$ cat src/rtl/mem_arbiter.sv
// mem_arbiter: round-robin two-port dataMemory arbiter (req/we/addr/wdata in, ack/err/rdata out per port; memAddress/memWriteData/memWrite/memRead bus, memReadData in; busy)
module mem_arbiter #(
  parameter int DEPTH = 8
) (
  input  logic        clk,
  input  logic        reset,
  input  logic        req0,
  input  logic        req1,
  input  logic        we0,
  input  logic        we1,
  input  logic [31:0] addr0,
  input  logic [31:0] addr1,
  input  logic [31:0] wdata0,
  input  logic [31:0] wdata1,
  input  logic [31:0] memReadData,
  output logic        ack0,
  output logic        ack1,
  output logic        err0,
  output logic        err1,
  output logic [31:0] rdata0,
  output logic [31:0] rdata1,
  output logic [31:0] memAddress,
  output logic [31:0] memWriteData,
  output logic        memWrite,
  output logic        memRead,
  output logic        busy
);
  typedef enum logic [1:0] {IDLE, ACCESS, RESP} state_t;
  state_t state, nextState;
  logic lastGrant, gntId, latWe, latErr, grant, selWe, selErr;
  logic [31:0] selAddr, selWdata;
  always_comb begin
    grant = (req0 && req1) ? !lastGrant : !req0;
    selWe = grant ? we1 : we0;
    selAddr = grant ? addr1 : addr0;
    selWdata = grant ? wdata1 : wdata0;
    selErr = selAddr >= 32'(DEPTH);
    nextState = (state == IDLE) ? ((req0 || req1) ? ACCESS : IDLE) :
                (state == ACCESS) ? RESP : IDLE;
  end
  always_ff @(posedge clk or negedge reset)
    if (!reset) state <= IDLE;
    else state <= nextState;
  always_ff @(posedge clk or negedge reset)
    if (!reset) begin
      lastGrant <= 1'b1;
      gntId <= 1'b0;
      latWe <= 1'b0;
      latErr <= 1'b0;
      ack0 <= 1'b0;
      ack1 <= 1'b0;
      err0 <= 1'b0;
      err1 <= 1'b0;
      rdata0 <= '0;
      rdata1 <= '0;
      memAddress <= '0;
      memWriteData <= '0;
      memWrite <= 1'b0;
      memRead <= 1'b0;
    end else begin
      ack0 <= 1'b0;
      ack1 <= 1'b0;
      err0 <= 1'b0;
      err1 <= 1'b0;
      memAddress <= '0;
      memWriteData <= '0;
      memWrite <= 1'b0;
      memRead <= 1'b0;
      if (state == IDLE && (req0 || req1)) begin
        gntId <= grant;
        latWe <= selWe;
        latErr <= selErr;
        memAddress <= selAddr;
        memWriteData <= selWdata;
        memWrite <= selWe && !selErr;
        memRead <= !selWe && !selErr;
      end
      if (state == ACCESS) begin
        if (!latWe && !latErr && gntId) rdata1 <= memReadData;
        if (!latWe && !latErr && !gntId) rdata0 <= memReadData;
        ack0 <= !gntId;
        ack1 <= gntId;
        err0 <= !gntId && latErr;
        err1 <= gntId && latErr;
      end
      if (state == RESP) lastGrant <= gntId;
    end
  assign busy = state != IDLE;
endmodule

$ cat config.mk
export PLATFORM = sky130hd
export DESIGN_NAME = mem_arbiter
export DESIGN_NICKNAME = d
export VERILOG_FILES = /design/src/rtl/mem_arbiter.sv
export SDC_FILE = /design/constraint.sdc
export NUM_CORES = 1
export LEC_CHECK = 0
export BUFFER_PORTS_ARGS = -buffer_cell sky130_fd_sc_hd__buf_2
export CAP_MARGIN = 10
export CORE_MARGIN = 4
export CORE_UTILIZATION = 45
export CTS_BUF_LIST = sky130_fd_sc_hd__clkbuf_4
export DETAILED_ROUTE_END_ITERATION = 12
export GPL_ROUTABILITY_DRIVEN = 0
export GPL_TIMING_DRIVEN = 0
export PLACE_DENSITY = 0.82
export REMOVE_ABC_BUFFERS = 1
export SLEW_MARGIN = 20
export SYNTH_ARGS = -nofsm -noshare
export SYNTH_HDL_FRONTEND = slang
export SYNTH_SLANG_ARGS = --single-unit
$ cat constraint.sdc
create_clock -name clk -period 2.1 [get_ports clk]
set_input_delay 0.42 -clock clk [delete_from_list [all_inputs] [get_ports clk]]
set_output_delay 0.42 -clock clk [all_outputs]
set_load 0.1 [all_outputs]
==> results.py <==
metrics = {
    "timing": {
        "hold_viol_final": 0,
        "setup_viol": 0,
        "fin_crit_ps": 1910,
        "clock_skew_ps": 13.4,
        "fmax_ghz": 0.523,
        "min_period_over_period": 0.910,
        "fin_setup_tns_ps": 0,
        "final_max_slew_viol_count": 0,
        "tightest_slew_ps": 810,
        "maxSlewHeadroom": 0.458,
        "rsz0062_at_grt": "no",
        "holdWs_ps": 121,
    },
    "critical_path": {
        "slowest_stage": "nand2_2",
        "worstSetupPathType": "reg2reg",
        "critPathRequiredTime_ps": 2510,
        "r2r-end": "rdata0[8]$_DFFE_PN0P_",
        "cp-endpoint": "rdata0[8]$_DFFE_PN0P_",
        "crit_fanout": 32,
        "critPathMaxStageDelay_ps": 600,
        "cp.arrival_ps": 2320,
        "critical_path.startpoint": "state[0]$_DFF_PN0_",
        "path_cells": "nor2b_1 -> and2b_1 -> nand2_2 -> mux2_2",
        "r2r_start": "state[0]$_DFF_PN0_",
        "reg2reg_depth": 4,
        "start_kind": "register",
        "endpoint_kind": "register",
        "r2r_slack_ps": 190,
    },
    "placed_design": {
        "dp_hpwl_um": 11900,
        "io_buffers": 300,
        "dpl_cell_area_um2": 7180,
    },
    "die": {
        "die_h_um": 118,
        "dieArea_um2": 14000,
        "core_region_area_um2": 12000,
        "initial_core_util": 0.458,
        "io_pins": 301,
        "rows": 40,
        "dieWidth_um": 118,
    },
    "pwr": {
        "p_sw_mw": 6.05,
        "clockPowerShare": 0.165,
        "p_leak_nw": 3.99,
        "p_comb_frac": 0.525,
        "peakVddDrop_mv": 0.810,
        "power_mw": 11.0,
        "p_per_area_nw_per_um2": 1460,
        "power_frac_seq": 0.311,
        "p_int_mw": 4.92,
        "p_sw_frac": 0.552,
    },
    "final_layout": {
        "fillCellCount": 965,
        "final_layout_size_suffix_gt1_frac": 0.522,
        "final_cell_mix": "buf_2, dfrtp_1, nand2_1, a21oi_1, mux2_2",
        "syn_to_final_growth_pct": 37.4,
        "fin_nets": 940,
        "final_area_um2": 7530,
        "final_common_cell": "buf_2",
    },
    "logic_synthesis": {
        "syn_area_um2": 5480,
        "ys_async_sr_fraction": 1.00,
        "ys_ff_latch": 140,
        "ys_seq_area_frac": 0.639,
        "synth_area_leaders": "dfrtp_1, mux2_2, nand2_1, a21oi_1, buf_2",
        "netlist_instances": 473,
        "synth_edf_count": 0,
        "synth_top_area_share": 0.634,
        "yosysWarnings": 0,
        "yosys.area.top_type": "dfrtp_1",
        "synthFlopType": "dfrtp_1",
        "syn_avg_cell_area_um2": 11.6,
        "synth_cell_types": 31,
    },
    "routing": {
        "drc_errors": 0,
        "routed_wl_um": 15600,
        "vias": 4671,
        "detail_route.iter0.violations": 297,
        "avgViaCountPerCell": 4.99,
        "dr.pass1.iters": 5,
        "drtAntennaViolNets": 0,
        "wl_per_cell_um": 16.7,
    },
    "worst_hold_path": {
        "hold_start": "wdata0[18]",
        "hold_class": "in2reg",
    },
    "grt": {
        "grt_use_total": 0.223,
        "antenna_found_initial": 5,
        "gr-total-overflow": 0,
        "grt_start_max_net_pins": 99,
        "grt_pass1_wl_um": 24500,
        "grt_pass1_vias": 4703,
    },
    "clocking": {
        "cts_tree": "built",
        "cts_buffers": 17,
        "path_clk_slew_ps": 120,
        "clockBufferDepth": 2,
        "cts.sinks": 140,
        "clk-insertion-delay-late_ps": 520,
        "cts_root_buffer": "clkbuf_4",
        "h-tree-depth": 4,
    },
    "outcome": {
        "outcome": "complete, no violations",
    },
    "job": {
        "max_cap_violations": 0,
    },
}
==> timing repair <==
action | CTS | global route
resized for setup | 0 | 0
setup endpoints to repair | 0 | 1
endpoints found under the hold margin | 42 | 0
buffers inserted | 0 | 4
hold buffers | 1 | 0
==> through the flow <==
step	utilization	setup slack, ps	instances
2_1_floorplan	-	-700	446
3_3_place_gp	0.589	-1680	893
3_5_place_dp	0.601	-50.9	897
4_1_cts	0.626	34.3	930
5_1_grt	0.629	103	936
6_report	0.630	189	937
==> cell type report <==
cell class | instances | area, µm² | share of cell area
multi-input cells | 304 | 1870 | 0.249
well taps | 147 | 184 | 0.0244
inverters | 2 | 7.51 | 0.000997
flip-flops and latches | 140 | 3500 | 0.465
diodes | 3 | 7.51 | 0.000997
clock buffers | 17 | 128 | 0.0169
clock inverters | 15 | 173 | 0.0229
repair buffers | 309 | 1650 | 0.220
==> state kept, by name, summed over array words and instances, names as in the netlist <==
| name | cells |
|---|---|
| err1 | 1 |
| rdata1 | 32 |
| latWe | 1 |
| err0 | 1 |
| memWrite | 1 |
| memWriteData | 32 |
| latErr | 1 |
| ack1 | 1 |
| ack0 | 1 |
| memAddress | 32 |
| gntId | 1 |
| state | 2 |
| memRead | 1 |
| lastGrant | 1 |
| rdata0 | 32 |
==> worst max-delay path, delay by kind of cell, from the launching register on <==
kind,cells,cell delay (ps)
multiplexers,1,420
AND/OR/NAND/NOR,3,960
flip-flops,1,410
==> cell usage after synthesis, types with 2 or more instances <==
master and n:
or4_1 3, nor2_1 2, nor2b_1 3, dfrtp_1 139
nor3_1 2, or2_1 2, a21oi_1 65, o21ai_0 2
and2_1 2, nor4_2 2, mux2i_1 2, clkbuf_1 13
buf_2 13, inv_1 2, nand2_1 133, mux2_2 65
nor4_1 9
==> power groups by stage <==
stage                     clock network [mW]  logic (mW)  registers [mW]
after floorplan                            0       0.795            7.20
after global placement                     0        5.66            3.44
after detailed placement                   0        5.76            3.47
after CTS                               1.85        5.77            3.42
after global routing                    1.98        5.95            3.47
final                                   1.81        5.76            3.41
==> logic make-up (layout without fill, tap and decap cells) <==
logic type	count (synthesis)	count (layout)	synth area share
simple gates	165	165	0.131
flops	140	140	0.639
compound gates	72	72	0.0694
mux	67	67	0.137
buf+inv	29	343	0.0228
other cells	0	3	0
==> worst min-delay path by stage <==
stage / end / slack, ps / cells after the start
2_1_floorplan: ack0$_DFF_PN0_ / 120 / 0
3_3_place_gp: state[1]$_DFF_PN0_ / 460 / 1
3_5_place_dp: memWriteData[23]$_DFF_PN0_ / 320 / 1
4_1_cts: memWriteData[18]$_DFF_PN0_ / 60 / 3
5_1_grt: memWriteData[7]$_DFF_PN0_ / 50 / 3
6_report: memWriteData[18]$_DFF_PN0_ / 120 / 3
==> per-layer routing <==
layer	vias up	GRT usage	part of all wire
met5	-	0	0.0030
met4	6	0.0869	0.025
met1	2183	0.253	0.37
li1	2211	-	-
met2	236	0.374	0.50
met3	35	0.0957	0.10
No activity file was read; power rests on OpenSTA's default activity.
